--- src/rtl/fifo36k_ctrl.sv ---
// Synchronous 1024 x 36 FIFO controller driving a true-dual-port 36K RAM.
// Port A is used only for writes and port B only for reads; read latency is one cycle.
module fifo36k_ctrl #(
    parameter int ALMOST_FULL_OFFSET  = 4,
    parameter int ALMOST_EMPTY_OFFSET = 4
) (
    input  logic        CLK,
    input  logic        RESET,
    input  logic        PUSH,
    input  logic [35:0] PUSH_DATA,
    input  logic        POP,
    output logic [35:0] POP_DATA,
    output logic        POP_VALID,
    output logic        FULL,
    output logic        EMPTY,
    output logic        ALMOST_FULL,
    output logic        ALMOST_EMPTY,
    output logic        OVERFLOW,
    output logic        UNDERFLOW,
    output logic [10:0] COUNT,
    output logic        RAM_WEN_A,
    output logic        RAM_REN_A,
    output logic [3:0]  RAM_BE_A,
    output logic [14:0] RAM_ADDR_A,
    output logic [31:0] RAM_WDATA_A,
    output logic [3:0]  RAM_WPARITY_A,
    output logic        RAM_WEN_B,
    output logic        RAM_REN_B,
    output logic [14:0] RAM_ADDR_B,
    input  logic [31:0] RAM_RDATA_B,
    input  logic [3:0]  RAM_RPARITY_B
);

    localparam logic [10:0] DEPTH  = 11'd1024;
    localparam logic [10:0] AF_OFF = 11'(ALMOST_FULL_OFFSET);
    localparam logic [10:0] AE_OFF = 11'(ALMOST_EMPTY_OFFSET);

    logic [9:0]  wr_ptr_q, wr_ptr_d;
    logic [9:0]  rd_ptr_q, rd_ptr_d;
    logic [10:0] count_q, count_d;
    logic        full_q, full_d;
    logic        empty_q, empty_d;
    logic        afull_q, afull_d;
    logic        aempty_q, aempty_d;
    logic        overflow_q, overflow_d;
    logic        underflow_q, underflow_d;
    logic        pop_valid_q, pop_valid_d;
    logic [35:0] pop_hold_q, pop_hold_d;

    logic push_acc;
    logic pop_acc;

    // Acceptance is gated by the registered flags only, so a pop cannot make room
    // for a push in the same cycle and a push cannot fall through to a pop.
    assign push_acc = PUSH && !full_q && !RESET;
    assign pop_acc  = POP && !empty_q && !RESET;

    always_comb begin
        wr_ptr_d    = wr_ptr_q;
        rd_ptr_d    = rd_ptr_q;
        count_d     = count_q;
        pop_hold_d  = pop_hold_q;
        if (push_acc) begin
            wr_ptr_d = wr_ptr_q + 10'd1;
        end
        if (pop_acc) begin
            rd_ptr_d = rd_ptr_q + 10'd1;
        end
        if (push_acc && !pop_acc) begin
            count_d = count_q + 11'd1;
        end else if (pop_acc && !push_acc) begin
            count_d = count_q - 11'd1;
        end
        // Capture the RAM word while it is presented so POP_DATA can hold it later.
        if (pop_valid_q) begin
            pop_hold_d = {RAM_RPARITY_B, RAM_RDATA_B};
        end
        full_d      = (count_d == DEPTH);
        empty_d     = (count_d == 11'd0);
        afull_d     = ((DEPTH - count_d) <= AF_OFF);
        aempty_d    = (count_d <= AE_OFF);
        overflow_d  = PUSH && full_q;
        underflow_d = POP && empty_q;
        pop_valid_d = pop_acc;
    end

    always_ff @(posedge CLK or posedge RESET) begin
        if (RESET) begin
            wr_ptr_q    <= '0;
            rd_ptr_q    <= '0;
            count_q     <= '0;
            full_q      <= 1'b0;
            empty_q     <= 1'b1;
            afull_q     <= 1'b0;
            aempty_q    <= 1'b1;
            overflow_q  <= 1'b0;
            underflow_q <= 1'b0;
            pop_valid_q <= 1'b0;
            pop_hold_q  <= '0;
        end else begin
            wr_ptr_q    <= wr_ptr_d;
            rd_ptr_q    <= rd_ptr_d;
            count_q     <= count_d;
            full_q      <= full_d;
            empty_q     <= empty_d;
            afull_q     <= afull_d;
            aempty_q    <= aempty_d;
            overflow_q  <= overflow_d;
            underflow_q <= underflow_d;
            pop_valid_q <= pop_valid_d;
            pop_hold_q  <= pop_hold_d;
        end
    end

    assign COUNT        = count_q;
    assign FULL         = full_q;
    assign EMPTY        = empty_q;
    assign ALMOST_FULL  = afull_q;
    assign ALMOST_EMPTY = aempty_q;
    assign OVERFLOW     = overflow_q;
    assign UNDERFLOW    = underflow_q;
    assign POP_VALID    = pop_valid_q;
    assign POP_DATA     = pop_valid_q ? {RAM_RPARITY_B, RAM_RDATA_B} : pop_hold_q;

    // Pointers sit in the top address bits; the 36-bit-wide configuration ignores the low five.
    assign RAM_WEN_A     = push_acc;
    assign RAM_REN_A     = 1'b0;
    assign RAM_BE_A      = 4'b1111;
    assign RAM_ADDR_A    = {wr_ptr_q, 5'b00000};
    assign RAM_WDATA_A   = PUSH_DATA[31:0];
    assign RAM_WPARITY_A = PUSH_DATA[35:32];
    assign RAM_WEN_B     = 1'b0;
    assign RAM_REN_B     = pop_acc;
    assign RAM_ADDR_B    = {rd_ptr_q, 5'b00000};

endmodule

--- config.mk ---
export PLATFORM = sky130hd
export DESIGN_NAME = fifo36k_ctrl
export DESIGN_NICKNAME = d
export VERILOG_FILES = /design/src/rtl/fifo36k_ctrl.sv
export SDC_FILE = /design/constraint.sdc
export NUM_CORES = 1
export LEC_CHECK = 0
export ABC_AREA = 1
export BUFFER_PORTS_ARGS = -buffer_cell sky130_fd_sc_hd__buf_2
export CORE_ASPECT_RATIO = 0.75
export CORE_UTILIZATION = 51
export CTS_BUF_LIST = sky130_fd_sc_hd__clkbuf_8
export CTS_CLUSTER_DIAMETER = 60
export DETAILED_ROUTE_END_ITERATION = 16
export PLACE_DENSITY = 0.94
export SETUP_SLACK_MARGIN = 0.5
export SLEW_MARGIN = 15
export SYNTH_ARGS = -nofsm -noshare
export SYNTH_HDL_FRONTEND = slang
export SYNTH_SLANG_ARGS = --single-unit
--- constraint.sdc ---
create_clock -name CLK -period 5.4 [get_ports CLK]
set_input_delay 0.54 -clock CLK [delete_from_list [all_inputs] [get_ports CLK]]
set_output_delay 0.54 -clock CLK [all_outputs]
set_load 0.02 [all_outputs]
==> results of run 1 <==
## cell families (layout without fill, tap and decap cells)
group / Yosys count / after routing / share of synthesized area
adder cells (fa/ha/maj): 4 / 4 / 0.0124
other: 2 / 16 / 0.00186
XOR/XNOR: 20 / 20 / 0.0433
buffers and inverters: 91 / 165 / 0.135
AO/OA/AOI/OAI: 5 / 5 / 0.00742
flip-flops: 74 / 74 / 0.458
multiplexers: 36 / 36 / 0.100
AND/OR/NAND/NOR: 194 / 194 / 0.241
## sequential cells by signal, indices dropped and copies added (netlist names), 10 cells and up
signal,cells
COUNT,11
rd_ptr_q,10
wr_ptr_q,10
pop_hold_q,36
## cell usage in the layout (no fill, tap or decap), types with 3 or more instances in the layout
cell and instances:
nor2_1 31, nand2_1 89, buf_2 115, clkinv_2 3, nand2_2 9, inv_1 26
conb_1 16, nand3_2 5, xor2_1 11, clkbuf_8 9, nor2_4 8, xnor2_1 9
dfrtp_1 72, nand2_4 4, nor2_2 3, nand3_1 30, nand4_1 8, mux2_2 36
ha_1 4, inv_2 6
## metrics by stage
step                power (W)  hold WS [ns]  utilization
CTS                   0.00237         0.417        0.611
global route          0.00250         0.412        0.611
floorplan             0.00165         0.521            -
global placement      0.00188         0.471        0.585
detailed placement    0.00194         0.465        0.585
finish                0.00236         0.430        0.611
## metal layers
layer | part of all wire | up-vias | global-route usage
li1 | - | 1457 | -
met1 | 0.39 | 1467 | 0.250
met2 | 0.52 | 142 | 0.410
met3 | 0.073 | 27 | 0.0714
met4 | 0.018 | 0 | 0.0831
met5 | 0 | - | 0
## report_power, final
part           switching (W)  internal [W]  leakage, nW
combinational       0.000702      0.000371         1.45
sequential          0.000152      0.000722        0.893
clock               0.000205      0.000212        0.101
total                0.00106       0.00131         2.44
## critical path, stage by stage
cell	delay [ns]
buf_2	0.14
clkinv_2	0.07
buf_4	0.72
nand3_4	0.24
nor2_4	0.27
nand3_1	0.14
nand3_1	0.13
nand2_1	0.18
nor2_2	0.19
nand3_2	0.11
nand2_1	0.07
nand2_1	0.05
nand2_1	0.06
nor2_1	0.04
## final timing paths
| kind | start | end | slack (ns) | cells past startpoint |
|---|---|---|---|---|
| min reg2reg | wr_ptr_q[9]$_DFFE_PP0P_ | wr_ptr_q[9]$_DFFE_PP0P_ | 0.48 | 1 |
| min in group asynchronous | RESET | wr_ptr_q[1]$_DFFE_PP0P_ | 0.56 | 3 |
| min | RAM_RDATA_B[24] | pop_hold_q[24]$_DFF_PP0_ | 0.43 | 2 |
| max reg2reg | EMPTY$_DFF_PP1_ | ALMOST_FULL$_DFF_PP0_ | 3.23 | 13 |
| max in group asynchronous | RESET | COUNT[8]$_DFF_PP0_ | 4.23 | 3 |
| max | RESET | ALMOST_FULL$_DFF_PP0_ | 2.65 | 14 |
## area by class of cell
cell class | instances | area share
Clock buffer | 9 | 0.0270
Sequential cell | 74 | 0.405
Timing Repair Buffer | 117 | 0.129
Inverter | 32 | 0.0265
Clock inverter | 7 | 0.0150
Tap cell | 101 | 0.0276
Multi-Input combinational cell | 275 | 0.370
==> results.sh, run 1 <==
export IMPL_drc=0
export IMPL_clock_latency_ns=0.35
export IMPL_post_cts_setup_buffer_count=0
export IMPL_synth_ff_type="dfrtp_1"
export IMPL_dpl_cell_area_um2=4390
export IMPL_ant_nets=0
export IMPL_worst_pin_slew_ns=0.936
export IMPL_cts_buffers=9
export IMPL_fin_nets=589
export IMPL_yosysWarnings=0
export IMPL_n_antenna_cell=0
export IMPL_hp_class="input pin to flip-flop"
export IMPL_maxSlewViolCount=0
export IMPL_fill_cells=630
export IMPL_grt_pass1_vias=3072
export IMPL_pin_count=204
export IMPL_synth_common_cells="nand2_1 (89), dfrtp_1 (72), buf_4 (52), mux2_2 (36), nor2_1 (31)"
export IMPL_clk_path_buf_depth=2
export IMPL_crit_type="input pin to flip-flop"
export IMPL_final_cells=615
export IMPL_vdd_drop_max_mv=0.229
export IMPL_cts_hold_buf=0
export IMPL_grtUsageTotal=0.226
export IMPL_root_buffer="clkbuf_8"
export IMPL_endpoint_kind="flip-flop"
export IMPL_setup_tns_ns=0
export IMPL_antenna_found_initial=0
export IMPL_period_share=0.509
export IMPL_leakagePower_nw=2.44
export IMPL_critPathLaunchType="input pin"
export IMPL_syn_cell_area_um2=4050
export IMPL_final_hold_viol_count=0
export IMPL_setup_slack_ns=2.65
export IMPL_first_iter_violations=226
export IMPL_syn_inst=426
export IMPL_initial_core_util=0.540
export IMPL_vias=3093
export IMPL_worst_path_max_fanout=76
export IMPL_wl_per_cell_um=14.9
export IMPL_cts_resized=0
export IMPL_h_tree_depth=3
export IMPL_regArea_um2=1850
export IMPL_clock_skew_ns=0.0129
export IMPL_synth_top_cell_by_area="dfrtp_1"
export IMPL_synth_top_area_share=0.445
export IMPL_synth_most_common_cell="nand2_1"
export IMPL_avgSynthCellArea_um2=9.50
export IMPL_cts_tree="yes"
export IMPL_grt_pass1_wl_mm=14.4
export IMPL_period_minus_slack_ns=2.75
export IMPL_die_h_um=79.1
export IMPL_synth_enable_flop_cells=0
export IMPL_synth_seq_cells=74
export IMPL_routed_via_density=5.03
export IMPL_status="finished, final reports clean"
export IMPL_post_place_ws_ns=2.30
export IMPL_grt_remaining_overflow=0
export IMPL_core_area_um2=7500
export IMPL_grt_setup_unrepaired="no"
export IMPL_first_pass_iters=5
export IMPL_synthArstFlopShare=1.00
export IMPL_cts_sinks=74
export IMPL_die_area_um2=8300
export IMPL_dpl_cell_count=599
export IMPL_syn2layout_area_growth_pct=13.3
export IMPL_port_buffers=115
export IMPL_clkTransAtPathRegs_ns=0.08
export IMPL_ys_top_cells_by_area="dfrtp_1 (45%), mux2_2 (10%), buf_4 (9.6%)"
export IMPL_gp_congestion=0.902
export IMPL_grt_max_degree=77
export IMPL_wl_mm=9.15
export IMPL_dp_hpwl_mm=6.94
export IMPL_drive_gt1_frac=0.405
export IMPL_yosys_cell_types_count=32
export IMPL_p_per_area_nw_per_um2=516
export IMPL_multi_input_area_um2=1700
export IMPL_die_x_um=105
export IMPL_critPathRequiredTime_ns=5.65
export IMPL_cp_data_arrival_time_ns=3.00
export IMPL_finalSetupViolCount=0
export IMPL_slew_headroom=0.376
export IMPL_stdcell_area_um2=4580
export IMPL_timing_fmax_mhz=363
export IMPL_maxCapViolCount=0
export IMPL_rows=27
export IMPL_ys_seq_area_frac=0.458
Note: power is estimated with default switching activity, not from simulation.
==> run 2, diff against run 1 <==
Settings changed: ABC_AREA 1 to 0, CORE_UTILIZATION 51 to 46, PLACE_DENSITY 0.94 to 0.89.
Clock period 5.4 ns to 2.7 ns, I/O delays scaled along.
==> results.sh, run 2 <==
export IMPL_synth_most_common_cell="dfrtp_1"
export IMPL_p_per_area_nw_per_um2=894
export IMPL_gp_congestion=0.923
export IMPL_finalSetupViolCount=0
export IMPL_cp_data_arrival_time_ns=2.65
export IMPL_synth_top_cell_by_area="dfrtp_1"
export IMPL_period_minus_slack_ns=2.37
export IMPL_first_pass_iters=4
export IMPL_port_buffers=115
export IMPL_hold_slack_ns=0.171
export IMPL_clock_skew_ns=0.00721
export IMPL_crit_path_max_incr_delay_ns=0.53
export IMPL_pin_count=204
export IMPL_syn2layout_area_growth_pct=18.3
export IMPL_synth_common_cells="dfrtp_1 (72), buf_4 (52), mux2_2 (38), nand2_1 (16), xnor2_1 (16)"
export IMPL_first_iter_violations=77
export IMPL_endpoint_kind="flip-flop"
export IMPL_synth_seq_cells=74
export IMPL_critPathSlowestCell="or4_4"
export IMPL_syn_inst=313
export IMPL_synth_enable_flop_cells=0
export IMPL_cts_tree="yes"
export IMPL_yosysWarnings=0
export IMPL_dp_hpwl_mm=5.63
export IMPL_die_area_um2=8270
export IMPL_stdcell_area_um2=4300
export IMPL_syn_cell_area_um2=3640
export IMPL_clk_path_buf_depth=2
export IMPL_cts_sinks=74
export IMPL_routed_via_density=5.00
export IMPL_antenna_found_initial=0
export IMPL_crit_chain="or4_4, or4_4, o22ai_4, xor2_2, or3_4, nor3_4, and3_1"
export IMPL_initial_core_util=0.485
export IMPL_final_common_cell="buf_2"
export IMPL_drive_gt1_frac=0.506
export IMPL_ant_nets=0
export IMPL_maxSlewViolCount=0
export IMPL_grt_max_degree=41
export IMPL_seqPwrFrac=0.422
export IMPL_core_area_um2=7500
export IMPL_fin_nets=485
export IMPL_synth_top_area_share=0.496
export IMPL_maxCapViolCount=0
export IMPL_leakagePower_nw=2.12
export IMPL_avgSynthCellArea_um2=11.6
export IMPL_final_hold_viol_count=0
export IMPL_die_x_um=105
export IMPL_ys_seq_area_frac=0.510
export IMPL_r2r_slack_ns=0.33
export IMPL_grt_setup_unrepaired="yes"
export IMPL_grt_pass1_wl_mm=11.9
export IMPL_h_tree_depth=3
export IMPL_worst_path_max_fanout=4
export IMPL_period_share=0.877
export IMPL_fill_cells=640
export IMPL_vdd_drop_max_mv=0.540
export IMPL_setup_tns_ns=0
export IMPL_dpl_cell_area_um2=4010
export IMPL_critPathLaunchType="flip-flop"
export IMPL_root_buffer="clkbuf_8"
export IMPL_n_antenna_cell=0
export IMPL_crit_type="flip-flop to flip-flop"
export IMPL_ys_top_cells_by_area="dfrtp_1 (50%), mux2_2 (12%), buf_4 (11%)"
export IMPL_grt_pass1_vias=2438
export IMPL_p_switching_w=0.00152
export IMPL_status="finished, final reports clean"
export IMPL_vias=2550
export IMPL_p_total_w=0.00385
export IMPL_wl_mm=7.45
export IMPL_post_place_ws_ns=0.275
export IMPL_setup_slack_ns=0.333
export IMPL_hp_class="input pin to flip-flop"
export IMPL_cpMostUsedCell="or4_4"
export IMPL_power_frac_comb=0.393
export IMPL_synth_ff_type="dfrtp_1"
export IMPL_die_h_um=79.0
export IMPL_cts_buffers=9
export IMPL_clkPwrFrac=0.185
export IMPL_layout_common_cells="buf_2 (115), dfrtp_1 (68), mux2_2 (38)"
export IMPL_wl_per_cell_um=14.6
export IMPL_internal_power_w=0.00232
export IMPL_regMostFlops="pop_hold_q"
export IMPL_crit_buf_inv=0
export IMPL_grt_remaining_overflow=0
export IMPL_timing_fmax_mhz=422
export IMPL_drc=0
export IMPL_largest_reg_flops=36
export IMPL_yosys_cell_types_count=47
export IMPL_clock_latency_ns=0.34
export IMPL_critPathRequiredTime_ns=2.98
export IMPL_crit_family="simple AND/OR/NAND/NOR gates"
export IMPL_grtUsageTotal=0.186
export IMPL_swShare=0.396
export IMPL_rows=27
export IMPL_clkTransAtPathRegs_ns=0.08
export IMPL_synthArstFlopShare=1.00
==> run 2: worst paths after layout <==
kind / start / endpoint / cells past startpoint
max in group asynchronous: RESET / pop_hold_q[25]$_DFF_PP0_ / 4
worst min-delay path: RAM_RDATA_B[4] / pop_hold_q[4]$_DFF_PP0_ / 2
min in group asynchronous: RESET / COUNT[1]$_DFF_PP0_ / 3
worst min register to register: wr_ptr_q[9]$_DFFE_PP0P_ / wr_ptr_q[9]$_DFFE_PP0P_ / 1
worst max register to register: COUNT[4]$_DFF_PP0_ / EMPTY$_DFF_PP1_ / 7
worst max-delay path: COUNT[4]$_DFF_PP0_ / EMPTY$_DFF_PP1_ / 7
==> run 2: area by class of cell <==
type | count | area, um^2 | share of cell area
clock buffer | 9 | 124 | 0.0288
clock inverter | 6 | 37.5 | 0.00873
inverter | 9 | 37.5 | 0.00873
multi-input combinational | 182 | 1430 | 0.333
sequential | 74 | 1860 | 0.432
tap | 101 | 126 | 0.0294
timing repair buffer | 129 | 683 | 0.159
==> run 2: metal layers <==
layer	routed length (um)	part of all wire	track usage
met1	3170	0.43	0.229
met2	3570	0.48	0.306
met3	600	0.081	0.0657
met4	98	0.013	0.0634
met5	0	0	0
==> run 2: per-stage QoR <==
stage | instances | utilization
after detailed placement | 486 | 0.534
final | 510 | 0.573
after global routing | 510 | 0.573
after global placement | 486 | 0.534
after floorplan | 327 | -
after CTS | 507 | 0.566
==> run 2: repair_timing <==
action,4_1_cts,5_1_grt
pin swaps,0,1
endpoints found under the setup margin,4,4
hold endpoints to repair,1,0
hold buffers,1,0
setup buffers,5,3
gates resized for setup,8,8
==> run 2: power groups by stage <==
stage | Sequential, W | Clock, W | Combinational, W
after floorplan | 0.00177 | 0 | 0.000917
after global placement | 0.00164 | 0 | 0.00134
after detailed placement | 0.00166 | 0 | 0.00137
after CTS | 0.00162 | 0.000740 | 0.00146
after global routing | 0.00167 | 0.000783 | 0.00163
final | 0.00162 | 0.000712 | 0.00151
==> run 2: logic make-up after synthesis <==
logic type      Yosys count  share of synthesized area
simple gates             79                      0.122
fa+ha+maj                 4                     0.0138
flops                    74                      0.510
xor+xnor                 28                     0.0695
buf+inv                  71                      0.130
compound gates           17                     0.0354
mux                      38                      0.118
other cells               2                    0.00207
